--- src/rtl/ara_vprof_ctrl.sv ---
// Profiling window controller: saturating runtime/event counters, idle-gated snapshots, 1-deep read port.
// Optional live-counter read window enabled by defining ARA_VPROF_LIVE_READ_EN.

module ara_vprof_cnt #(
    parameter int unsigned W = 64
) (
    input  logic         clk_i,
    input  logic         rst_ni,
    input  logic         clr_i,
    input  logic         inc_i,
    output logic [W-1:0] cnt_o
);
    always_ff @(posedge clk_i or negedge rst_ni) begin
        if (!rst_ni)                    cnt_o <= '0;
        else if (clr_i)                 cnt_o <= '0;
        else if (inc_i && cnt_o != '1)  cnt_o <= cnt_o + W'(1);
    end
endmodule

module ara_vprof_ctrl #(
    parameter int unsigned NrEvents = 3,
    parameter int unsigned CntWidth = 64,
    parameter int unsigned IdleHold = 2
) (
    input  logic                clk_i,
    input  logic                rst_ni,
    input  logic                sw_en_i,
    input  logic                sw_clr_i,
    input  logic                vinsn_valid_i,
    input  logic                ara_idle_i,
    input  logic [NrEvents-1:0] event_i,
    input  logic                rd_valid_i,
    input  logic [3:0]          rd_idx_i,
    output logic                rd_ready_o,
    output logic                rsp_valid_o,
    output logic [CntWidth-1:0] rsp_data_o,
    output logic                rsp_err_o,
    input  logic                rsp_ready_i,
    output logic                busy_o,
    output logic                snap_pulse_o
);
    localparam int unsigned QW = $clog2(IdleHold + 1);

    typedef enum logic {Idle, Run} state_e;
    state_e state_q, state_d;

    logic [CntWidth-1:0]               runtime_q, runtime_buf_q;
    logic [NrEvents-1:0][CntWidth-1:0] event_q, event_buf_q;
    logic [7:0]                        snap_cnt_q;
    logic                              pending_q;
    logic [QW-1:0]                     quiet_q, quiet_d;
    logic                              cnt_en, snap;
    logic [CntWidth-1:0]               rd_data;
    logic                              rd_err;

    // Counting is gated by the registered state, so it begins the cycle after entering Run.
    assign cnt_en = (state_q == Run);

    ara_vprof_cnt #(.W(CntWidth)) i_runtime_cnt (
        .clk_i  (clk_i),
        .rst_ni (rst_ni),
        .clr_i  (sw_clr_i),
        .inc_i  (cnt_en),
        .cnt_o  (runtime_q)
    );

    for (genvar i = 0; i < NrEvents; i++) begin : g_evt
        ara_vprof_cnt #(.W(CntWidth)) i_evt_cnt (
            .clk_i  (clk_i),
            .rst_ni (rst_ni),
            .clr_i  (sw_clr_i),
            .inc_i  (cnt_en & event_i[i]),
            .cnt_o  (event_q[i])
        );
    end

    always_comb begin
        state_d = state_q;
        case (state_q)
            Idle:    if (sw_en_i && vinsn_valid_i) state_d = Run;
            Run:     if (!sw_en_i && ara_idle_i)   state_d = Idle;
            default: state_d = Idle;
        endcase
        if (sw_clr_i) state_d = Idle;
    end

    // Snapshot fires in the cycle the quiet run reaches IdleHold, so a dispatch that cycle vetoes it.
    always_comb begin
        quiet_d = '0;
        if (ara_idle_i && !vinsn_valid_i)
            quiet_d = (quiet_q == QW'(IdleHold)) ? quiet_q : quiet_q + QW'(1);
    end

    assign snap = pending_q && (quiet_d == QW'(IdleHold)) && !sw_clr_i;

    always_ff @(posedge clk_i or negedge rst_ni) begin
        if (!rst_ni) begin
            state_q       <= Idle;
            runtime_buf_q <= '0;
            event_buf_q   <= '0;
            snap_cnt_q    <= '0;
            pending_q     <= 1'b0;
            quiet_q       <= '0;
        end else if (sw_clr_i) begin
            state_q       <= Idle;
            runtime_buf_q <= '0;
            event_buf_q   <= '0;
            snap_cnt_q    <= '0;
            pending_q     <= 1'b0;
            quiet_q       <= '0;
        end else begin
            state_q <= state_d;
            quiet_q <= quiet_d;
            if (snap) begin
                runtime_buf_q <= runtime_q;
                event_buf_q   <= event_q;
                snap_cnt_q    <= snap_cnt_q + 8'd1;
            end
            if (vinsn_valid_i) pending_q <= 1'b1;
            else if (snap)     pending_q <= 1'b0;
        end
    end

    always_comb begin
        rd_data = '0;
        rd_err  = 1'b1;
        if (rd_idx_i == 4'd0) begin
            rd_data = runtime_buf_q;
            rd_err  = 1'b0;
        end
        for (int i = 0; i < NrEvents; i++) begin
            if (rd_idx_i == 4'(i + 1)) begin
                rd_data = event_buf_q[i];
                rd_err  = 1'b0;
            end
        end
        if (rd_idx_i == 4'(NrEvents + 1)) begin
            rd_data = CntWidth'(snap_cnt_q);
            rd_err  = 1'b0;
        end
`ifdef ARA_VPROF_LIVE_READ_EN
        if (rd_idx_i == 4'(NrEvents + 2)) begin
            rd_data = runtime_q;
            rd_err  = 1'b0;
        end
        for (int i = 0; i < NrEvents; i++) begin
            if (rd_idx_i == 4'(NrEvents + 3 + i)) begin
                rd_data = event_q[i];
                rd_err  = 1'b0;
            end
        end
`endif
    end

    assign rd_ready_o = !rsp_valid_o || rsp_ready_i;

    // Response path ignores sw_clr_i so an in-flight read completes with its sampled value.
    always_ff @(posedge clk_i or negedge rst_ni) begin
        if (!rst_ni) begin
            rsp_valid_o <= 1'b0;
            rsp_data_o  <= '0;
            rsp_err_o   <= 1'b0;
        end else if (rd_valid_i && rd_ready_o) begin
            rsp_valid_o <= 1'b1;
            rsp_data_o  <= rd_data;
            rsp_err_o   <= rd_err;
        end else if (rsp_ready_i) begin
            rsp_valid_o <= 1'b0;
        end
    end

    assign busy_o       = (state_q == Run);
    assign snap_pulse_o = snap;
endmodule

--- config.mk ---
export PLATFORM = sky130hd
export DESIGN_NAME = ara_vprof_ctrl
export DESIGN_NICKNAME = d
export VERILOG_FILES = /design/src/rtl/ara_vprof_ctrl.sv
export SDC_FILE = /design/constraint.sdc
export NUM_CORES = 1
export LEC_CHECK = 0
export ABC_CLOCK_PERIOD_IN_PS = 3120
export CAP_MARGIN = 20
export CORE_MARGIN = 2
export CORE_UTILIZATION = 50
export DETAILED_ROUTE_END_ITERATION = 7
export HOLD_SLACK_MARGIN = 0.05
export MAX_ROUTING_LAYER = met4
export PLACE_DENSITY = 0.67
export RECOVER_POWER = 25
export SYNTH_ARGS = -nofsm -noshare
export SYNTH_HDL_FRONTEND = slang
export SYNTH_HIERARCHICAL = 1
export SYNTH_SLANG_ARGS = --single-unit
export TNS_END_PERCENT = 50
--- constraint.sdc ---
create_clock -name clk_i -period 3.12 [get_ports clk_i]
set_input_delay 0.468 -clock clk_i [delete_from_list [all_inputs] [get_ports clk_i]]
set_output_delay 0.468 -clock clk_i [all_outputs]
set_load 0.005 [all_outputs]
After elaboration in Yosys (flattened, before gate mapping):

Index checks and enable logic that the tools add are counted.

* input port bits: 15
* memories kept: 0
* bits in latches: 0
* register bits: 590
* word-level logic and storage cells: 94
* memory bits (writable): 0
* memory bits (read-only): 0
* output and inout bits: 69

* shift-type cells: 0
* bitwise logic cells: 4
* muxes and demuxes: 36
* equal/unequal tests: 10
* div/mod/pow operators: 0
* multiply operators: 0
* order comparisons: 0
* add/sub/neg operators: 6
* reduce and logical (&&, ||, !) cells: 23

Operators by type and width (count)
* 2-to-1 mux 64 bit: 15
* 2-to-1 mux 192 bit: 2
* adder 64 x 1 -> 64 bit, second input constant: 4
* inequality test 64 bit, second input constant: 4
* 2-to-1 mux 8 bit: 2
* 2-to-1 mux 1 bit: 13
* nonzero test 2 bit: 6
* logical AND 1 bit: 10
* adder 8 x 1 -> 8 bit, second input constant: 1
* equality test 4 x 2 -> 1 bit, second input constant: 2
* 2-to-1 mux 2 bit: 3
* equality test 2 bit, second input constant: 2
* equality test 4 x 1 -> 1 bit, second input constant: 1
* equality test 4 x 3 -> 1 bit, second input constant: 1
* logical NOT 1 bit: 4
* logical NOT 4 bit: 1
* bitwise AND 1 bit: 3
* nonzero test 3 bit: 1
* adder 2 x 1 -> 2 bit, second input constant: 1
* one-hot mux 1 bit (2 select lines): 1
* logical OR 1 bit: 1
* NOT 1 bit: 1

Depth between registers and ports, before layout:

Gate-level depths: netlist of the first run.

* word-level depth: 9
* mapped depth: 10

Cells and area by module:

Netlist of the first run, hierarchy kept.

Modules (own cells, without submodules)
* ara_vprof_ctrl: times used 1, area an instance 15225.9 µm², cells an instance 1626
* ara_vprof_cnt: times used 4, area an instance 3784.9 µm², cells an instance 429

Least setup slack after synthesis of the first run:

Ideal clock, no wire load.

* kind: register to register
* start: register g_evt[0].i_evt_cnt.cnt_o[25]
* end: register g_evt[0].i_evt_cnt.cnt_o[61]
* path slack: 656 ps
* data required time: 2995 ps
* buffers on the path: 2
* clock period less this slack: 2464 ps
* data arrival time: 2339 ps
* setup time: 125 ps
* cell stages (with the launch flop): 9
* path through: dfrtp_1 -> clkbuf_1 -> nand4_1 -> or4_1 -> nor4b_4 -> a211o_2 -> buf_6 -> nor3_1 -> mux2_4

* word-level cells in the longest chain between the ends: 3
* elaborated cells between the ends (all ways): 6

RTL lines
* from (decl): line 11 `output logic [W-1:0] cnt_o`
* from (signal assigned): line 16 `else if (inc_i && cnt_o != '1) cnt_o <= cnt_o + W'(1);`
* adder 64 x 1 -> 64 bit or inequality test 64 bit (tied branches): line 16
* 2-to-1 mux 64 bit or logical AND 1 bit (tied branches): line 16
* 2-to-1 mux 64 bit or nonzero test 2 bit (tied branches)

Parallel ways exist; a longest one is shown, timed or not. The select of a mux whose other input is x is not followed.
A chain may end at the register's enable or synchronous reset.

Worst setup path after layout of the first run:

* start: register quiet_q[1]
* end: output port snap_pulse_o

* word-level cells in the longest chain between the ends: 6
* elaborated cells between the ends (all ways): 7

RTL lines
* from (decl): line 51 `logic [QW-1:0] quiet_q, quiet_d;`
* from (signal assigned): line 113 `quiet_q <= quiet_d;`
* adder 2 x 1 -> 2 bit or equality test 2 bit (tied branches): line 91 `quiet_d = (quiet_q == QW'(IdleHold)) ? quiet_q : quiet_q + QW'(1);`
* 2-to-1 mux 2 bit *: line 91
* 2-to-1 mux 2 bit *: line 90 `if (ara_idle_i && !vinsn_valid_i)`
* equality test 2 bit *: line 94 `assign snap = pending_q && (quiet_d == QW'(IdleHold)) && !sw_clr_i;`
* logical AND 1 bit * (2 in series): line 94
* to (decl): line 40 `output logic snap_pulse_o`

Mark *: on every way between the ends. The rest lies on a longest branch, timed or not.

==> results of run 1 <==
==> power by group through the flow <==
stage | combinational [mW] | sequential, mW | clock (mW)
after floorplan | 0.335 | 7.91 | 0
after global placement | 0.822 | 7.92 | 0
after detailed placement | 0.834 | 7.92 | 0
after CTS | 0.838 | 7.78 | 7.99
after global routing | 0.904 | 7.79 | 8.31
final | 0.828 | 7.78 | 7.89
==> per-stage QoR <==
stage	std cells	utilization	setup WS [ns]
5_1_grt	4215	0.570	0.0865
4_1_cts	4215	0.570	0.181
3_5_place_dp	4101	0.534	0.369
6_report	4215	0.570	0.206
3_3_place_gp	4101	0.534	0.399
2_1_floorplan	3342	-	0.656
==> flip-flops by register name (all words and copies together) (netlist names) <==
name and flops:
busy_o 1, pending_q 1, event_buf_q 192, snap_cnt_q 8, quiet_q 2, rsp_data_o 64
g_evt.i_evt_cnt/cnt_o 192, i_runtime_cnt/cnt_o 64, runtime_buf_q 64, rsp_valid_o 1, rsp_err_o 1
==> kinds of logic after synthesis <==
family	after synthesis	share of synthesized area
simple gates	1535	0.246
compound gates	688	0.130
flops	590	0.486
buf+inv	237	0.0404
xor+xnor	143	0.0412
mux	143	0.0534
fa+ha+maj	6	0.00247
==> repair_timing <==
item,CTS,global route
hold buffers,1,0
resized for setup,0,0
hold endpoints to repair,62,0
==> area by class of cell <==
type	instances	share of cell area
clock buffers	98	0.0591
clock inverters	15	0.00452
inverters	19	0.00208
multi-input cells	2515	0.419
flip-flops and latches	590	0.430
well taps	782	0.0285
repair buffers	196	0.0567
==> layer usage <==
metal  vias up  global-route usage  part of all wire
met4         0              0.0967             0.032
met1     13115               0.412              0.43
li1      11948                   -                 -
met3       210              0.0355             0.068
met2      1106               0.469              0.47
met5         -                   -                 0
==> worst max path at each step <==
stage,from,end,slack (ns),cells past startpoint
6_report,quiet_q[1],snap_pulse_o,0.21,6
5_1_grt,g_evt[1].i_evt_cnt/cnt_o[28],g_evt[1].i_evt_cnt/cnt_o[1],0.09,7
4_1_cts,quiet_q[1],snap_pulse_o,0.18,6
3_5_place_dp,g_evt[0].i_evt_cnt/cnt_o[58],g_evt[0].i_evt_cnt/cnt_o[35],0.37,6
3_3_place_gp,g_evt[2].i_evt_cnt/cnt_o[0],g_evt[2].i_evt_cnt/cnt_o[51],0.40,8
2_1_floorplan,g_evt[0].i_evt_cnt/cnt_o[25],g_evt[0].i_evt_cnt/cnt_o[61],0.66,8
==> worst register-to-register path, delay by kind of cell, from the launching register on <==
family          cells  cell delay (ns)
simple gates        4             1.43
flops               1             0.48
buf+inv             1             0.29
compound gates      1             0.27
mux                 1             0.24
==> layout by cell type, fill, tap and decap left out, types with 16 or more instances in the layout <==
master	netlist	layout
nor2_1	253	253
xor2_1	65	65
inv_1	19	19
clkbuf_16	0	73
clkdlybuf4s50_1	0	79
and3_1	38	38
nand2_1	668	666
or4_1	64	64
buf_4	7	90
and4_1	39	39
or3_1	28	28
a21oi_1	393	393
a31o_2	16	16
and2_1	30	29
o21ai_1	27	31
buf_12	0	22
nand2b_1	18	18
mux2_2	126	126
nand3_1	131	131
xnor2_1	78	78
o22ai_1	63	63
nor4_1	24	24
nor3_1	32	32
o21ai_0	73	69
nand4_1	143	143
dfrtp_1	590	590
o31ai_1	49	49
nor2b_1	17	17
==> run_results.csv, run 1 <==
group,metric,value,unit
outcome,status,"complete, but fails checks",
outcome,violations,"max-capacitance violations, max-slew violations",
clock_tree,cts_sinks,590,
worst_setup_path,reg2reg_depth,7,
flow_run,max_cap_violations,1,
yosys,yosysMostFrequentCell,"nand2_1",
worst_setup_path,path_buf_inv,2,
worst_setup_path,crit_family,"simple AND/OR/NAND/NOR gates",
clock_tree,numCtsBuffers,66,
worst_setup_path,crit_path_end_kind,"output pin",
worst_setup_path,worstSetupPathType,"flip-flop to output pin",
worst_setup_path,crit_slowest_cell,"clkdlybuf4s50_1",
yosys,synth_cells,3342,
sta,post-route-min-period,2.91,ns
worst_setup_path,cp_slowest_stage_delay,0.51,ns
sta,finalHoldWorstSlack,0.310,ns
die,die_w,250,um
power,power.internal,12.8,mW
yosys,ys_top_cells_by_count,"668 x nand2_1, 590 x dfrtp_1, 393 x a21oi_1",
worst_setup_path,crit_chain,"inv_1 > ha_1 > and4bb_1 > nand2_8 > nor2_1 > clkdlybuf4s50_1",
route,drcViolationCount,0,
yosys,synth.distinct_cells,57,
clock_tree,cts_tree,"built",
route,post_drt_wl_per_cell,21.9,um
grt,grt-ovfl-total,0,
sta,rsz0062_at_grt,"false",
yosys,synth_seq_cells,590,
layout,drive_gt1_frac,0.120,
power,swShare,0.227,
yosys,synth_area_leaders,"dfrtp_1 49%, nand2_1 8.3%, a21oi_1 6.5%, mux2_2 4.7%, nor2_1 3.1%",
yosys,synthFlopType,"dfrtp_1",
sta,finalSetupTns,0,ns
sta,tightest_slew,2.39,ns
worst_setup_path,required,2.65,ns
worst_setup_path,rrSetupSlack,0.27,ns
sta,timing.final.hold_violations,0,
layout,final_cell_area,34300,um2
clock_tree,post_cts_buffers,0,
layout,areaGrowthSynthToFinish,13.1,%
layout,multiInputGateArea,14400,um2
layout,nNetsFinal,3409,
sta,fin_crit_sh,0.934,
die,start_util,0.504,
layout,seqCellArea,14800,um2
route,firstDrtPassIters,5,
placement,hpwl,63.1,mm
worst_hold_path,hold-path-endpoint,"rsp_err_o",
placement,io_buffers,83,
die,dieArea,62700,um2
route,viasPerCell,6.26,
worst_setup_path,cp_max_fo,8,
clock_tree,cts_root_buffer,"clkbuf_16",
sta,finalSetupViolCount,0,
worst_hold_path,hp-start,"rd_idx_i[1]",
worst_setup_path,arrival,2.45,ns
power,p_leak,13.8,nW
die,die_h,250,um
power,power_density,481,nW/um2
yosys,ys_seq_area_frac,0.486,
grt,antenna_found_initial,1,
clock_tree,path_clk_slew,0.06,ns
grt,grt_pass1_vias,25268,
worst_hold_path,hp-class,"primary input to flip-flop",
sta,finClkSkew,0.0190,ns
route,wl,92.2,mm
yosys,synth-warning-count,6,
placement,routabilityCongestion,1.08,
worst_hold_path,min_path_cells,3,
route,antenna_left,0,
yosys,synth_area,30400,um2
clock_tree,htree_levels,3,
power,pwr-share-clk,0.478,
layout,diodes,0,
die,rows,90,
yosys,avgSynthCellArea,9.09,um2
worst_setup_path,r2r_start,"g_evt[1].i_evt_cnt/cnt_o[28]",
route,first_iter_violations,3132,
layout,fillers,5343,
worst_setup_path,start_kind,"flip-flop",
yosys,synth_top_area_frac,0.486,
yosys,yosys.area.top_type,"dfrtp_1",
yosys,synth_edf_count,0,
clock_tree,clock_path_buffers,3,
power,p_sw,3.75,mW
die,io-pin-count,84,
die,core_area,60200,um2
grt,grt_pass1_wl,145,mm
grt,grt_start_max_net_pins,217,
sta,slew_headroom,-0.594,
grt,grt_usage,0.301,
sta,report.final.slew_viol_count,66,
worst_setup_path,rr_endpoint,"g_evt[1].i_evt_cnt/cnt_o[1]",
placement,placement.cell_area,32200,um2
yosys,async_reset_ff_frac,1.00,
sta,max_freq,343,MHz
power,sequentialPowerShare,0.472,
power,p_comb_frac,0.050,
route,vias,26379,
power,irDropWorstVdd,0.000276,V
clock_tree,clock_latency,0.61,ns
power,power,16.5,mW
yosys,syn_nets,3363,
Power figures use the tool's default switching activity.
==> inputs of run 2 (changes only) <==
CAP_MARGIN = 5   (was 20)
SLEW_MARGIN = 15   (was unset)
==> results of run 2 <==
Final layout, timing and power as in run 1 (identical DEF).
==> inputs of run 3 (changes only) <==
CORE_MARGIN = 1   (was 2)
CTS_BUF_LIST = sky130_fd_sc_hd__clkbuf_4 sky130_fd_sc_hd__clkbuf_8   (was unset)
==> run 3 against run 2 <==
  * The flow still finishes with violations (max-capacitance violations, max-slew violations)
  * Sequential power about the same
  * Cell count increased by 2.4%
  * Sequential share of layout area down 0.44 points
  * Global-route usage increased by 1.2 points
  * Setup slack lost 0.040 ns
  * Via count is 0.33% higher
  * Sequential cell count did not move
  * Critical path type unchanged
  * Largest power group is now registers
  * Highest routed layer unchanged
==> run_results.csv, run 3 (same netlist as run 1, synthesis figures left out) <==
group,metric,value,unit
outcome,status,"complete, but fails checks",
outcome,violations,"max-capacitance violations, max-slew violations",
sta,finClkSkew,0.0355,ns
die,core_area,59500,um2
sta,post-route-min-period,2.95,ns
sta,max_freq,338,MHz
worst_hold_path,min_path_cells,2,
sta,tightest_slew,2.52,ns
route,firstDrtPassIters,5,
route,vias,26465,
route,antenna_left,0,
placement,dp_cells,4129,
layout,nNetsFinal,3481,
die,dieArea,61700,um2
sta,rsz0062_at_grt,"false",
layout,drive_gt1_frac,0.150,
power,power_density,466,nW/um2
layout,instances_no_fill,4316,
power,power,16.2,mW
sta,finalSetupTns,0,ns
worst_setup_path,arrival,2.49,ns
die,rows,89,
sta,report.final.slew_viol_count,72,
sta,setup_slack,0.165,ns
grt,grt_start_max_net_pins,182,
grt,grt-ovfl-total,0,
placement,detailedPlace.worstSlack,0.314,ns
layout,multiInputGateArea,14400,um2
worst_setup_path,rrSetupSlack,0.20,ns
layout,seqCellArea,14800,um2
clock_tree,htree_levels,3,
layout,fillers,5297,
placement,hpwl,64.8,mm
layout,final_cell_mix,"666 x nand2_1, 590 x dfrtp_1, 393 x a21oi_1, 253 x nor2_1, 143 x nand4_1",
clock_tree,cts_root_buffer,"clkbuf_8",
die,io-pin-count,84,
worst_setup_path,crit_chain,"inv_1 > ha_1 > and4bb_1 > nand2_8 > nor2_1 > clkdlybuf4s50_1",
sta,finalHoldWorstSlack,0.136,ns
grt,grt_usage,0.313,
worst_hold_path,hold-path-endpoint,"g_evt[1].i_evt_cnt/cnt_o[2]",
worst_setup_path,required,2.65,ns
clock_tree,path_clk_slew,0.06,ns
grt,grt_pass1_vias,25802,
sta,slew_headroom,-0.679,
worst_setup_path,crit_family,"simple AND/OR/NAND/NOR gates",
route,drcViolationCount,0,
die,die_w,248,um
route,viasPerCell,6.13,
worst_setup_path,crit_slowest_cell,"clkdlybuf4s50_1",
layout,reg_top3,"event_buf_q (192), g_evt.i_evt_cnt/cnt_o (192)",
route,first_iter_violations,2572,
clock_tree,cts_tree,"built",
clock_tree,post_cts_buffers,0,
worst_setup_path,r2r_start,"g_evt[2].i_evt_cnt/cnt_o[55]",
flow_run,max_cap_violations,1,
route,post_drt_wl_per_cell,21.7,um
worst_hold_path,hp-start,"sw_clr_i",
clock_tree,clock_latency,0.72,ns
worst_setup_path,crit_path_end_kind,"output pin",
die,die_h,248,um
worst_setup_path,worstSetupPathType,"flip-flop to output pin",
clock_tree,clock_path_buffers,3,
worst_setup_path,path_buf_inv,2,
worst_hold_path,hp-class,"primary input to flip-flop",
clock_tree,numCtsBuffers,101,
die,start_util,0.511,
placement,routabilityCongestion,1.02,
worst_setup_path,rr_endpoint,"g_evt[2].i_evt_cnt/cnt_o[1]",
clock_tree,cts_resized,0,
placement,io_buffers,83,
worst_setup_path,cp_slowest_stage_delay,0.51,ns
grt,antenna_found_initial,2,
sta,finalSetupViolCount,0,
grt,grt_pass1_wl,149,mm
worst_setup_path,start_kind,"flip-flop",
layout,final_common_cell,"nand2_1",
sta,fin_crit_sh,0.947,
worst_setup_path,reg2reg_depth,8,
clock_tree,cts_sinks,590,
worst_setup_path,cp_max_fo,12,
power,irDropWorstVdd,0.000285,V
route,wl,93.7,mm
power,p_leak,14.0,nW
layout,areaGrowthSynthToFinish,14.3,%
sta,timing.final.hold_violations,0,
==> run 3: worst max-delay path by stage <==
stage                                            start                            to  slack (ns)  depth (start not counted)
final                                       quiet_q[0]                  snap_pulse_o        0.17                          6
after global routing                        quiet_q[0]                  snap_pulse_o       0.008                          6
after CTS                                   quiet_q[1]                  snap_pulse_o        0.10                          6
after detailed placement  g_evt[1].i_evt_cnt/cnt_o[44]  g_evt[1].i_evt_cnt/cnt_o[11]        0.31                          8
after global placement     g_evt[1].i_evt_cnt/cnt_o[0]  g_evt[1].i_evt_cnt/cnt_o[11]        0.04                          8
after floorplan           g_evt[0].i_evt_cnt/cnt_o[25]  g_evt[0].i_evt_cnt/cnt_o[61]        0.66                          8
==> run 3: layout make-up <==
class                           count  area share
Tap cell                          773      0.0279
Clock inverter                     24     0.00584
Multi-Input combinational cell   2515       0.415
Timing Repair Buffer              233      0.0658
Sequential cell                   590       0.426
Antenna cell                        1   0.0000721
Inverter                           19     0.00206
Clock buffer                      161      0.0579
==> run 3: through the flow <==
stage          instance area [um2]   util
2_1_floorplan                30400      -
3_3_place_gp                 32500  0.546
3_5_place_dp                 32500  0.547
4_1_cts                      34700  0.584
5_1_grt                      34700  0.584
6_report                     34700  0.584
==> run 3: worst reg2reg max path, delay by kind of cell (launching register included) <==
kind / cells / cell delay (ns)
and+or+nand+nor: 4 / 1.18
AOI/OAI and AO/OA: 1 / 0.47
buffers and inverters: 2 / 0.46
DFF: 1 / 0.45
muxes: 1 / 0.22
==> run 3: where the power goes <==
part | internal (mW) | switching, mW | leakage [nW] | total (mW)
Clock | 4.26 | 3.29 | 1.17 | 7.55
Sequential | 7.73 | 0.0545 | 8.20 | 7.78
Combinational | 0.297 | 0.548 | 4.67 | 0.845
Total | 12.3 | 3.89 | 14.0 | 16.2
==> run 3: per-layer routing <==
layer  track usage  routed length, um
met4         0.122               3420
met5             -                  0
met2         0.470              43100
met3        0.0381               5630
met1         0.433              41500
==> run 3: timing repair <==
action	in CTS	in global routing
setup endpoints to repair	0	0
hold endpoints to repair	60	0
hold buffers	1	0
